$ cat src/rtl/branch_ctrl_pkg.sv
// Shared definitions for the D-stage branch controller: instruction type codes,
// FSM state encoding and the default stall limit.
package branch_ctrl_pkg;

    localparam logic [9:0] BEQ     = 10'd4;
    localparam logic [9:0] BSVEALL = 10'd20;

    localparam int unsigned MAX_STALL_DEFAULT = 3;

    typedef enum logic [1:0] {
        StIdle  = 2'd0,
        StStall = 2'd1,
        StSlot  = 2'd2
    } br_state_e;

endpackage

$ cat src/rtl/branch_ctrl_hazard.sv
// Combinational RAW hazard detect for a D-stage branch (Tuse = 0) against
// the E and M stage destinations.
module br_hazard (
    input  logic [4:0] d_rs_i,
    input  logic [4:0] d_rt_i,
    input  logic [4:0] e_a3_i,
    input  logic [4:0] m_a3_i,
    input  logic [1:0] e_tnew_i,
    input  logic [1:0] m_tnew_i,
    output logic       hazard_o
);

    logic rs_hit;
    logic rt_hit;

    always_comb begin
        rs_hit = (d_rs_i != 5'd0) &&
                 (((d_rs_i == e_a3_i) && (e_tnew_i != 2'd0)) ||
                  ((d_rs_i == m_a3_i) && (m_tnew_i != 2'd0)));
        rt_hit = (d_rt_i != 5'd0) &&
                 (((d_rt_i == e_a3_i) && (e_tnew_i != 2'd0)) ||
                  ((d_rt_i == m_a3_i) && (m_tnew_i != 2'd0)));
        hazard_o = rs_hit || rt_hit;
    end

endmodule

$ cat src/rtl/branch_ctrl.sv
// D-stage branch controller: stalls branches on operand hazards, commits the
// CMP decision to next-PC selection, polices the delay slot and counts branches.
module branch_ctrl
    import branch_ctrl_pkg::*;
#(
    parameter int unsigned MAX_STALL = MAX_STALL_DEFAULT
) (
    input  logic        clk,
    input  logic        reset,
    input  logic [9:0]  D_inStrType,
    input  logic [4:0]  D_rs,
    input  logic [4:0]  D_rt,
    input  logic [4:0]  E_A3,
    input  logic [4:0]  M_A3,
    input  logic [1:0]  E_Tnew,
    input  logic [1:0]  M_Tnew,
    input  logic        cmp_isBranch,
    input  logic        cmp_flush,
    output logic        stall,
    output logic        npc_sel,
    output logic        flush_FD,
    output logic        slot_err,
    output logic        stall_err,
    output logic [31:0] br_cnt,
    output logic [31:0] taken_cnt
);

    br_state_e   state_q, state_d;
    logic [2:0]  cnt_q, cnt_d;
    logic        flushed_q, flushed_d;
    logic        stall_err_q, stall_err_d;
    logic [31:0] br_cnt_q, br_cnt_d;
    logic [31:0] taken_cnt_q, taken_cnt_d;

    logic is_br;
    logic hazard;

    br_hazard u_br_hazard (
        .d_rs_i   (D_rs),
        .d_rt_i   (D_rt),
        .e_a3_i   (E_A3),
        .m_a3_i   (M_A3),
        .e_tnew_i (E_Tnew),
        .m_tnew_i (M_Tnew),
        .hazard_o (hazard)
    );

    assign is_br = (D_inStrType == BEQ) || (D_inStrType == BSVEALL);

    always_comb begin
        state_d     = state_q;
        cnt_d       = cnt_q;
        flushed_d   = 1'b0;
        stall_err_d = stall_err_q;
        br_cnt_d    = br_cnt_q;
        taken_cnt_d = taken_cnt_q;
        stall       = 1'b0;
        npc_sel     = 1'b0;
        flush_FD    = 1'b0;
        slot_err    = 1'b0;

        unique case (state_q)
            StIdle, StStall: begin
                if (!is_br) begin
                    state_d = StIdle;
                    cnt_d   = 3'd0;
                end else if (hazard) begin
                    // CMP outputs are not trusted while operands are still in flight.
                    stall   = 1'b1;
                    state_d = StStall;
                    if (state_q == StIdle) begin
                        cnt_d = 3'd1;
                    end else if (cnt_q != 3'd7) begin
                        cnt_d = cnt_q + 3'd1;
                    end
                    if (32'(cnt_d) >= MAX_STALL + 1) begin
                        stall_err_d = 1'b1;
                    end
                end else begin
                    npc_sel   = cmp_isBranch;
                    flush_FD  = cmp_flush;
                    flushed_d = cmp_flush;
                    br_cnt_d  = br_cnt_q + 32'd1;
                    if (cmp_isBranch) begin
                        taken_cnt_d = taken_cnt_q + 32'd1;
                    end
                    cnt_d   = 3'd0;
                    state_d = StSlot;
                end
            end
            StSlot: begin
                // An annulled slot holds a bubble, whatever the type field shows.
                state_d = StIdle;
                if (!flushed_q && is_br) begin
                    slot_err = 1'b1;
                end
            end
            default: begin
                state_d = StIdle;
                cnt_d   = 3'd0;
            end
        endcase
    end

    always_ff @(posedge clk) begin
        if (reset) begin
            state_q     <= StIdle;
            cnt_q       <= 3'd0;
            flushed_q   <= 1'b0;
            stall_err_q <= 1'b0;
            br_cnt_q    <= 32'd0;
            taken_cnt_q <= 32'd0;
        end else begin
            state_q     <= state_d;
            cnt_q       <= cnt_d;
            flushed_q   <= flushed_d;
            stall_err_q <= stall_err_d;
            br_cnt_q    <= br_cnt_d;
            taken_cnt_q <= taken_cnt_d;
        end
    end

    assign stall_err = stall_err_q;
    assign br_cnt    = br_cnt_q;
    assign taken_cnt = taken_cnt_q;

endmodule

$ cat config.mk
export PLATFORM = sky130hd
export DESIGN_NAME = branch_ctrl
export DESIGN_NICKNAME = d
export VERILOG_FILES = /design/src/rtl/branch_ctrl_pkg.sv /design/src/rtl/branch_ctrl_hazard.sv /design/src/rtl/branch_ctrl.sv
export SDC_FILE = /design/constraint.sdc
export NUM_CORES = 1
export LEC_CHECK = 0
export ABC_AREA = 1
export BUFFER_PORTS_ARGS = -buffer_cell sky130_fd_sc_hd__buf_4
export CAP_MARGIN = 20
export CORE_ASPECT_RATIO = 0.6
export CORE_MARGIN = 2
export CORE_UTILIZATION = 38
export CTS_CLUSTER_SIZE = 24
export DETAILED_ROUTE_END_ITERATION = 10
export HOLD_SLACK_MARGIN = 0.05
export SLEW_MARGIN = 20
export SYNTH_ARGS = -nofsm -noshare
export SYNTH_HDL_FRONTEND = slang
export SYNTH_SLANG_ARGS = --single-unit
$ cat constraint.sdc
create_clock -name clk -period 2.2 [get_ports clk]
set_input_delay 0.11 -clock clk [delete_from_list [all_inputs] [get_ports clk]]
set_output_delay 0.11 -clock clk [all_outputs]
set_load 0.005 [all_outputs]
Word level (Yosys, flattened, before mapping). Cells that the tools add are included. W data, S select, Z words.

Equality and inequality tests: 9. Muxes and demuxes: 20. Bitwise gates (word level): 3. Add/subtract/negate cells: 3. $lt $le $gt $ge: 1. Reductions and logical operators: 22.

Operators with widths (number): $add A32 B1 Y32 const B (2); $mux W3 (7); $eq A5 B5 Y1 (4); $mux W1 (11); $eq A10 B3 Y1 const B (1); $eq A10 B5 Y1 const B (1); $reduce_bool A5 Y1 (2); $reduce_and A4 Y1 (2); $logic_and A1 B1 Y1 (7); $pmux W3 S2 (1); $logic_or A1 B1 Y1 (4); $reduce_bool A2 Y1 (2); $add A3 B1 Y3 const B (1); $ge A3 B3 Y1 const B (1); $ne A3 B3 Y1 const B (1); $not A1 Y1 (3); $reduce_and A3 Y1 (1); $reduce_or A3 Y1 (1); $eq A2 B1 Y1 const B (1); $eq A2 B2 Y1 const B (1); $logic_not A2 Y1 (1); $mux W2 (1); $reduce_or A2 Y1 (1); $logic_not A1 Y1 (1).

Bits in registers: 71. Output and inout port bits: 69. Input port bits: 38. Word-level logic and storage cells: 64.

Depth between registers and ports, before layout. Gate-level depths: netlist of the first run.

Word-level depth: 11. Depth in mapped cells: 12. Depth with buffers taken out: 12.

Modules after synthesis. From an unflattened synthesis of the first run, not the netlist that was laid out.

Cell total of the unflattened synthesis: 790. Area total of the unflattened synthesis: 4451.8 µm².

By module, submodules not included: branch_ctrl (seq. area each 1421.4 µm², area an instance 4027.6 µm², cells each 683, instances 1); br_hazard (seq. area each 0.0 µm², area an instance 424.2 µm², cells each 107, instances 1).

Least setup slack after synthesis of the first run. OpenSTA, ideal clock, no wires.

Kind: register to register. From: register br_cnt_q[0] (netlist: br_cnt[0]). To: register br_cnt_q[24] (netlist: br_cnt[24]). Slack: 0.610 ns. Data arrival time: 1.520 ns. Path buffers: 0. Cell stages (with the launch flop): 9. Clock period less this slack: 1.590 ns. Cells stage by stage: dfxtp_1 > ha_1 > inv_1 > nor2_2 > nand2_1 > nor3_1 > xor2_1 > nand2_1 > a21oi_1.

Longest elaborated chain between the ends: 1.

Ends and longest elaborated chain: from (decl) (RTL line branch_ctrl.sv:32) `logic [31:0] br_cnt_q, br_cnt_d;`; from (signal assigned) (RTL line branch_ctrl.sv:118) `br_cnt_q <= br_cnt_d;`; $add A32 B1 Y32 (RTL line branch_ctrl.sv:83) `br_cnt_d = br_cnt_q + 32'd1;`.

No other way between the ends. A chain may end at the register's enable or synchronous reset.

Worst setup path in the final report of the first run.
From: register taken_cnt_q[4] (netlist: taken_cnt[4]). To: register taken_cnt_q[31] (netlist: taken_cnt[31]).

Longest elaborated chain between the ends: 1.

Ends and longest elaborated chain: from (decl) (RTL line branch_ctrl.sv:33) `logic [31:0] taken_cnt_q, taken_cnt_d;`; from (signal assigned) (RTL line branch_ctrl.sv:119) `taken_cnt_q <= taken_cnt_d;`; $add A32 B1 Y32 (RTL line branch_ctrl.sv:85) `taken_cnt_d = taken_cnt_q + 32'd1;`.

No other way between the ends.

==> impl_metrics.py, run 1 <==
metrics = {
    "status": {
        "status": "complete, no violations",
    },
    "synth": {
        "synthesis.nets": 795,
        "yosysTopAreaCell": "dfxtp_1",
        "ys_seq_area_frac": 0.306,
        "syn_area_per_cell_sq_um": 6.16,
        "synth_area_leaders": "dfxtp_1 31%, nand2_1 21%, a21oi_1 7.3%",
        "synth_top_area_frac": 0.306,
        "ys_warn_count": 0,
        "netlist_area_sq_mm": 0.00465,
        "ys_ff_latch": 71,
        "synthCells": 754,
        "yosysUniqueCellTypes": 29,
    },
    "die": {
        "start_util": 0.388,
        "ios": 107,
        "fp.dieArea_sq_mm": 0.0132,
        "fp.dieW_um": 147,
        "dieHeight_um": 89.7,
        "fp.coreArea_sq_mm": 0.0120,
        "num_rows": 31,
    },
    "place": {
        "dp_hpwl_mm": 11.0,
        "place_inst": 1014,
        "place_area_sq_mm": 0.00560,
        "portBuffers": 105,
        "routabilityCongestion": 0.938,
    },
    "sta": {
        "finalHoldViolCount": 0,
        "drv_slew": 0,
        "fin_crit_ns": 1.96,
        "tightest_slew_ns": 0.569,
        "fmax_mhz": 510,
        "rsz0062_at_grt": "no",
        "timing.setup.tns_ns": 0,
        "relSlewSlack": 0.620,
        "setup_viol": 0,
        "period_share": 0.891,
        "finClkSkew_ns": 0.0103,
    },
    "power_and_ir_drop": {
        "ir_drop_uv": 383,
        "seq_power_share": 0.434,
        "p_int_mw": 2.27,
        "power_frac_comb": 0.062,
        "p_sw_frac": 0.235,
        "p_leak_nw": 2.47,
        "clockPowerShare": 0.504,
        "power.density_mw_per_mm2": 501,
        "finalPower_mw": 2.96,
        "p_sw_mw": 0.695,
    },
    "grt": {
        "grtUsageMet1": 0.346,
        "track_usage": 0.227,
        "grt-ovfl-total": 0,
        "grt_antenna_before_repair": 0,
        "top_usage_layer": "met1",
        "grt_pass1_vias": 4500,
        "use_met3": 0.0707,
        "met2_usage": 0.310,
        "grt_first_pass_wirelength_mm": 23.6,
        "grt_max_degree": 50,
    },
    "clock_network": {
        "h-tree-depth": 3,
        "clk_pin_slew_ns": 0.06,
        "clock_path_buffers": 2,
        "cts_tree": "built",
        "clockRootBuffer": "clkbuf_16",
        "clk_latency_ns": 0.34,
        "numCtsBuffers": 9,
        "cts_repair_resize_count": 0,
        "cts_sinks": 71,
        "post_cts_buffers": 0,
    },
    "critical_path": {
        "critical_path.cell_chain": "nand2_1 > nor2_2 > nand2_1 > nor2_1 > nand2_1 > xnor2_1 > nand3_1 > a21oi_1",
        "cp_data_arrival_time_ns": 2.23,
        "cp_data_required_time_ns": 2.47,
        "crit_type": "flop to flop",
        "cp-start-kind": "flop",
        "reg2reg_depth": 8,
        "critPathLaunch": "taken_cnt[4]",
        "cp_common_cell": "nand2_1",
        "max_stage_delay_ns": 0.46,
        "slowest_stage": "dfxtp_1",
        "timing.rr.start": "taken_cnt[4]",
        "endpoint_kind": "flop",
        "path_max_fanout": 5,
    },
    "route": {
        "first_pass_iters": 5,
        "ant_nets": 0,
        "drc": 0,
        "wirelength_mm": 14.7,
        "wl_per_cell_um": 14.2,
        "drt-initial-drc-count": 408,
        "vias": 5120,
        "vias_per_cell": 4.97,
    },
    "cells_and_area": {
        "antenna_cells": 0,
        "layout_common_cells": "259 x nand2_1, 118 x buf_4, 87 x nor2_1",
        "final_util": 0.493,
        "area_growth_pct": 27.2,
        "nets": 902,
        "final_layout_size_suffix_gt1_frac": 0.170,
        "fin_cells": 1031,
        "design_area_sq_mm": 0.00591,
        "final_common_cell": "nand2_1",
    },
    "min_path": {
        "hold_class": "primary input to flop",
        "holdPathStages": 2,
        "hp-start": "reset",
    },
    "flow_run": {
        "maxCapViolations": 0,
    },
}
-- area by class of cell --
type | instances | area, sq um
timing repair buffer | 119 | 896
clock buffer | 11 | 243
tap | 165 | 206
sequential | 71 | 1420
inverter | 66 | 248
fill | 1236 | 6070
clock inverter | 5 | 57.6
multi-input combinational | 594 | 2840
-- through the flow --
stage	hold WS, ns	setup WS [ns]
after floorplan	0.250	0.610
after global placement	0.375	0.328
after detailed placement	0.377	0.290
after CTS	0.255	0.271
after global routing	0.277	0.0683
final	0.262	0.239
-- power by group through the flow --
stage,sequential [mW],clock (mW),combinational [mW]
6_report,1.29,1.49,0.183
5_1_grt,1.28,1.59,0.204
4_1_cts,1.29,1.52,0.183
3_5_place_dp,1.31,0,0.181
3_3_place_gp,1.31,0,0.178
2_1_floorplan,1.31,0,0.102
-- cells by family (layout without fill, tap and decap cells) --
kind of cell               count (synthesis)  count (layout)  synth area share
adders and majority gates                  3               3           0.00808
DFF                                       71              71             0.306
xor gates and xnor gates                  51              51            0.0961
buffers and inverters                     89             201            0.0826
AOI/OAI and AO/OA                         77              77            0.0834
and+or+nand+nor                          463             463             0.424
-- synthesized netlist by cell type, drive strengths merged --
| cell | instances |
|---|---|
| inv | 66 |
| o211ai | 1 |
| xor2 | 35 |
| clkbuf | 7 |
| nand2 | 262 |
| nor4 | 1 |
| o21ai | 8 |
| nor2 | 91 |
| xnor2 | 16 |
| or2 | 1 |
| nor3 | 35 |
| nand3b | 3 |
| a21oi | 68 |
| dfxtp | 71 |
| nand4 | 13 |
| buf | 16 |
| ha | 3 |
| nand3 | 57 |
-- worst paths after layout --
kind / end / slack (ns)
max reg2reg: taken_cnt[31] / 0.24
min reg2reg: stall_err / 0.45
min: br_cnt[0] / 0.26
max: taken_cnt[31] / 0.24
-- layer usage --
metal,up-vias,share of wire
met4,0,0.0050
li1,2624,-
met3,7,0.091
met1,2304,0.52
met5,-,0
met2,185,0.38
-- flip-flops by register name, summed over array words and instances, names as in the netlist --
name,count
br_cnt,32
cnt_q,3
state_q,2
taken_cnt,32
flushed_q,1
stall_err,1
-- worst max-delay path, delay by kind of cell (launching register included) --
family,cells,cell delay (ns)
AOI/OAI and AO/OA,1,0.14
DFF,1,0.46
and+or+nand+nor,6,1.15
xor gates and xnor gates,1,0.15
-- repair_timing --
action | in CTS | in global routing
endpoints found under the hold margin | 1 | 0
hold buffers | 1 | 0
setup endpoints to repair | 0 | 0
(Power assumes the default switching activity.)
==> run 2: changes to the inputs <==
--- a/config.mk
+++ b/config.mk
@@ -7,9 +7,8 @@
 export LEC_CHECK = 0
 export ABC_AREA = 1
 export BUFFER_PORTS_ARGS = -buffer_cell sky130_fd_sc_hd__buf_4
-export CAP_MARGIN = 20
+export CAP_MARGIN = 15
 export CORE_ASPECT_RATIO = 0.6
-export CORE_MARGIN = 2
 export CORE_UTILIZATION = 38
 export CTS_CLUSTER_SIZE = 24
 export DETAILED_ROUTE_END_ITERATION = 10
==> run 2 against run 1 <==
  * Flip-flop and latch count unchanged
  * Maximum frequency down 1.8%
  * Count of clock-buffer cells in the layout down 2
  * Worst setup slack worse by 0.037 ns
  * Critical endpoint is now taken_cnt[29]
==> impl_metrics.py, run 2 (same netlist as run 1, synthesis figures left out) <==
metrics = {
    "status": {
        "status": "complete, no violations",
    },
    "critical_path": {
        "path_delay_family": "simple AND/OR/NAND/NOR gates",
        "timing.rr.start": "taken_cnt[11]",
        "critPathBufInv": 1,
        "ff2ff_setup_slack_ns": 0.20,
        "cp_common_cell": "nand2_1",
        "reg2reg_depth": 9,
        "slowest_stage": "nor3_1",
        "cp-start-kind": "flop",
        "critical_path.cell_chain": "nand2_1 > nor2_1 > nand2_1 > nor3_1 > buf_4 > nand3_1 > nand2_1 > nand3_1 > a21oi_1",
        "crit_type": "flop to flop",
        "endpoint_kind": "flop",
        "cp_data_required_time_ns": 2.47,
        "path_max_fanout": 5,
        "max_stage_delay_ns": 0.46,
        "critPathLaunch": "taken_cnt[11]",
        "cp_data_arrival_time_ns": 2.27,
        "regToRegEndpoint": "taken_cnt[29]",
    },
    "power_and_ir_drop": {
        "p_sw_frac": 0.235,
        "p_leak_nw": 2.48,
        "clockPowerShare": 0.523,
        "ir_drop_uv": 409,
        "p_sw_mw": 0.724,
        "power_frac_comb": 0.059,
        "power.density_mw_per_mm2": 519,
        "p_int_mw": 2.35,
        "finalPower_mw": 3.08,
        "seq_power_share": 0.418,
    },
    "die": {
        "start_util": 0.401,
        "fp.dieW_um": 145,
        "num_rows": 30,
        "ios": 107,
        "fp.dieArea_sq_mm": 0.0127,
        "dieHeight_um": 87.7,
        "fp.coreArea_sq_mm": 0.0116,
    },
    "cells_and_area": {
        "seq_area_sq_mm": 0.00142,
        "final_util": 0.511,
        "area_growth_pct": 27.6,
        "fin_cells": 1026,
        "final_common_cell": "nand2_1",
        "final_layout_size_suffix_gt1_frac": 0.171,
        "layout_common_cells": "259 x nand2_1, 118 x buf_4, 87 x nor2_1",
        "fillerInstances": 1218,
        "antenna_cells": 0,
        "design_area_sq_mm": 0.00593,
        "nets": 902,
        "multi_input_area_sq_mm": 0.00284,
    },
    "route": {
        "drt-initial-drc-count": 375,
        "wirelength_mm": 14.6,
        "drc": 0,
        "vias": 5127,
        "ant_nets": 0,
        "wl_per_cell_um": 14.2,
        "first_pass_iters": 4,
        "vias_per_cell": 5.00,
    },
    "sta": {
        "drv_slew": 0,
        "fin_crit_ns": 2.00,
        "holdWs_ns": 0.237,
        "period_share": 0.908,
        "rsz0062_at_grt": "no",
        "timing.setup.tns_ns": 0,
        "finClkSkew_ns": 0.00505,
        "tightest_slew_ns": 0.578,
        "finalHoldViolCount": 0,
        "worst_slack_ns": 0.203,
        "setup_viol": 0,
        "fmax_mhz": 501,
        "relSlewSlack": 0.612,
    },
    "clock_network": {
        "clockRootBuffer": "clkbuf_16",
        "numCtsBuffers": 9,
        "post_cts_buffers": 0,
        "cts_sinks": 71,
        "clk_pin_slew_ns": 0.06,
        "ctsHoldBuffers": 1,
        "cts_tree": "built",
        "cts_repair_resize_count": 0,
        "clock_path_buffers": 2,
        "h-tree-depth": 3,
        "clk_latency_ns": 0.34,
    },
    "grt": {
        "grt_pass1_vias": 4511,
        "track_usage": 0.240,
        "grt_first_pass_wirelength_mm": 23.1,
        "top_usage_layer": "met1",
        "grt_max_degree": 47,
        "grtUsageMet1": 0.366,
        "grt-ovfl-total": 0,
        "grt_antenna_before_repair": 0,
        "use_met3": 0.0651,
        "met2_usage": 0.322,
    },
    "place": {
        "place_area_sq_mm": 0.00560,
        "dp_hpwl_mm": 11.0,
        "dp_slack_ns": 0.297,
        "routabilityCongestion": 0.936,
        "place_inst": 1009,
        "portBuffers": 105,
    },
    "min_path": {
        "holdPathStages": 2,
        "hold_class": "primary input to flop",
        "holdPathEnd": "br_cnt[0]",
        "hp-start": "reset",
    },
    "flow_run": {
        "maxCapViolations": 0,
    },
}
## run 2: changes by cell type in the layout (fill, tap and decap cells not counted)
cell       delta
clkbuf_8      -1
bufinv_16     +1
inv_6         +1
clkbuf_1      -1
## run 2: routing by layer
layer | vias to the layer above | wire length [um]
met1 | 2337 | 7680
li1 | 2615 | -
met3 | 13 | 1210
met2 | 162 | 5560
met4 | 0 | 139
met5 | - | 0
## run 2: final cells by class
cell class / instances / area share
Clock buffer: 9 / 0.0380
Clock inverter: 7 / 0.0162
Inverter: 66 / 0.0418
Multi-Input combinational cell: 594 / 0.479
Sequential cell: 71 / 0.240
Tap cell: 160 / 0.0338
Timing Repair Buffer: 119 / 0.151
## run 2: how the worst max path moves through the flow
stage / depth (start not counted) / end
after floorplan: 8 / br_cnt[24]
after global placement: 8 / taken_cnt[13]
after detailed placement: 8 / br_cnt[24]
after CTS: 8 / br_cnt[24]
after global routing: 8 / taken_cnt[13]
final: 9 / taken_cnt[29]
## run 2: power groups by stage
| stage | combinational, mW | sequential, mW | clock, mW |
|---|---|---|---|
| floorplan | 0.102 | 1.31 | 0 |
| global placement | 0.177 | 1.31 | 0 |
| detailed placement | 0.179 | 1.31 | 0 |
| CTS | 0.182 | 1.29 | 1.64 |
| global route | 0.203 | 1.28 | 1.69 |
| finish | 0.182 | 1.29 | 1.61 |
==> run 3: changes to the inputs <==
--- a/config.mk
+++ b/config.mk
@@ -8,11 +8,14 @@
 export ABC_AREA = 1
 export BUFFER_PORTS_ARGS = -buffer_cell sky130_fd_sc_hd__buf_4
 export CAP_MARGIN = 15
+export CELL_PAD_IN_SITES_DETAIL_PLACEMENT = 1
+export CELL_PAD_IN_SITES_GLOBAL_PLACEMENT = 2
 export CORE_ASPECT_RATIO = 0.6
-export CORE_UTILIZATION = 38
+export CORE_UTILIZATION = 28
 export CTS_CLUSTER_SIZE = 24
 export DETAILED_ROUTE_END_ITERATION = 10
 export HOLD_SLACK_MARGIN = 0.05
+export PLACE_DENSITY_LB_ADDON = 0.1
 export SLEW_MARGIN = 20
 export SYNTH_ARGS = -nofsm -noshare
 export SYNTH_HDL_FRONTEND = slang
==> run 3 against run 2 <==
  * Utilization fell by 14 points
  * Clock power is 11% higher
  * Sequential power about the same
  * Count of clock-buffer cells in the layout up 1
  * Global-route usage fell by 2.4 points
  * Largest cell class unchanged
==> impl_metrics.py, run 3 (same netlist as run 1, synthesis figures left out) <==
metrics = {
    "critical_path": {
        "timing.rr.start": "br_cnt[1]",
        "slowest_stage": "dfxtp_1",
        "crit_path_end": "br_cnt[24]",
        "cp_data_arrival_time_ns": 2.27,
        "regToRegEndpoint": "br_cnt[24]",
        "crit_type": "flop to flop",
        "cp-start-kind": "flop",
        "ff2ff_setup_slack_ns": 0.22,
        "max_stage_delay_ns": 0.42,
        "path_max_fanout": 5,
        "endpoint_kind": "flop",
        "reg2reg_depth": 8,
        "cp_common_cell": "nand2_1",
        "critPathLaunch": "br_cnt[1]",
        "cp_data_required_time_ns": 2.49,
        "critical_path.cell_chain": "ha_1 > inv_1 > nor2_2 > nand2_1 > nor3_1 > xor2_1 > nand2_1 > a21oi_1",
    },
    "place": {
        "portBuffers": 105,
        "dp_hpwl_mm": 13.7,
        "place_inst": 1064,
        "routabilityCongestion": 0.840,
    },
    "sta": {
        "setup_viol": 0,
        "finClkSkew_ns": 0.00884,
        "fmax_mhz": 504,
        "rsz0062_at_grt": "no",
        "fin_crit_ns": 1.98,
        "timing.setup.tns_ns": 0,
        "relSlewSlack": 0.604,
        "holdWs_ns": 0.227,
        "period_share": 0.902,
        "drv_slew": 0,
        "finalHoldViolCount": 0,
        "tightest_slew_ns": 0.593,
    },
    "grt": {
        "grt_max_degree": 43,
        "track_usage": 0.216,
        "grt_pass1_vias": 5185,
        "grt_antenna_before_repair": 0,
        "grt_first_pass_wirelength_mm": 28.4,
        "grt-ovfl-total": 0,
    },
    "die": {
        "start_util": 0.287,
        "fp.dieArea_sq_mm": 0.0171,
        "fp.dieW_um": 168,
        "fp.coreArea_sq_mm": 0.0162,
        "ios": 107,
        "dieHeight_um": 102,
        "num_rows": 36,
    },
    "cells_and_area": {
        "area_growth_pct": 30.6,
        "antenna_cells": 0,
        "final_common_cell": "nand2_1",
        "final_util": 0.374,
        "layout_common_cells": "259 x nand2_1, 124 x buf_4, 87 x nor2_1",
        "final_layout_size_suffix_gt1_frac": 0.177,
        "nets": 908,
        "fin_cells": 1081,
    },
    "route": {
        "vias_per_cell": 4.83,
        "first_pass_iters": 6,
        "wirelength_mm": 17.9,
        "drt-initial-drc-count": 251,
        "wl_per_cell_um": 16.5,
        "vias": 5225,
        "ant_nets": 0,
        "drc": 0,
    },
    "power_and_ir_drop": {
        "seq_power_share": 0.393,
        "finalPower_mw": 3.27,
        "clockPowerShare": 0.549,
        "power_frac_comb": 0.058,
        "ir_drop_uv": 363,
        "p_sw_frac": 0.233,
        "p_leak_nw": 2.53,
        "p_sw_mw": 0.762,
        "power.density_mw_per_mm2": 539,
        "p_int_mw": 2.51,
    },
    "flow_run": {
        "maxCapViolations": 0,
    },
    "min_path": {
        "hold_class": "primary input to flop",
        "hp-start": "cmp_isBranch",
    },
    "clock_network": {
        "h-tree-depth": 3,
        "clock_path_buffers": 2,
        "cts_repair_resize_count": 0,
        "cts_tree": "built",
        "clk_latency_ns": 0.36,
        "clk_pin_slew_ns": 0.06,
        "post_cts_buffers": 0,
        "cts_sinks": 71,
        "clockRootBuffer": "clkbuf_16",
        "numCtsBuffers": 9,
    },
    "status": {
        "status": "complete, no violations",
    },
}
[run 3: changes by cell type in the layout (fill, tap and decap cells not counted), sizes merged]
| cell | before | now |
|---|---|---|
| buf | 118 | 124 |
| clkbuf | 9 | 10 |
| bufinv | 2 | 3 |
| inv | 67 | 68 |
| clkinv | 1 | 0 |
| clkinvlp | 3 | 1 |
[run 3: cell type report]
| cell class | instances | area [sq um] |
|---|---|---|
| multi-input cells | 594 | 2840 |
| flip-flops and latches | 71 | 1420 |
| clock buffers | 10 | 239 |
| repair buffers | 125 | 941 |
| clock inverters | 6 | 115 |
| fillers | 2130 | 10100 |
| well taps | 209 | 262 |
| inverters | 66 | 248 |
[run 3: worst min-delay path by stage]
stage                     cells after the start      endpoint
after detailed placement                      3     flushed_q
after CTS                                     2    state_q[0]
after global placement                        3     flushed_q
after global routing                          2     br_cnt[1]
final                                         4  taken_cnt[0]
after floorplan                               2     flushed_q
[run 3: power groups by stage]
stage / Clock [mW] / Combinational, mW / Sequential [mW]
after global routing: 1.88 / 0.211 / 1.28
after detailed placement: 0 / 0.190 / 1.31
after floorplan: 0 / 0.102 / 1.31
after global placement: 0 / 0.185 / 1.31
after CTS: 1.84 / 0.192 / 1.28
final: 1.79 / 0.190 / 1.29
[run 3: through the flow]
step	cell area, sq um	worst slack [ns]
global placement	5700	0.340
global route	6070	0.104
CTS	6070	0.244
finish	6070	0.216
detailed placement	5700	0.290
floorplan	4650	0.610
[run 3: worst max-delay path: cells and delay by family (launching register included)]
family	cells	cell delay, ns
and+or+nand+nor	4	0.80
adders and majority gates	1	0.28
xor gates and xnor gates	1	0.18
AOI/OAI and AO/OA	1	0.14
DFF	1	0.42
buffers and inverters	1	0.11
[run 3: metal layers]
metal  global-route usage  up-vias  part of all wire
met4               0.0476        0            0.0053
met1                0.337     2469              0.56
met2                0.295      110              0.37
li1                     -     2638                 -
met3               0.0442        8             0.064
met5                    0        -                 0
[run 3: timing repair]
item / CTS / global route
hold endpoints to repair: 1 / 0
hold buffers: 1 / 0
endpoints found under the setup margin: 0 / 0
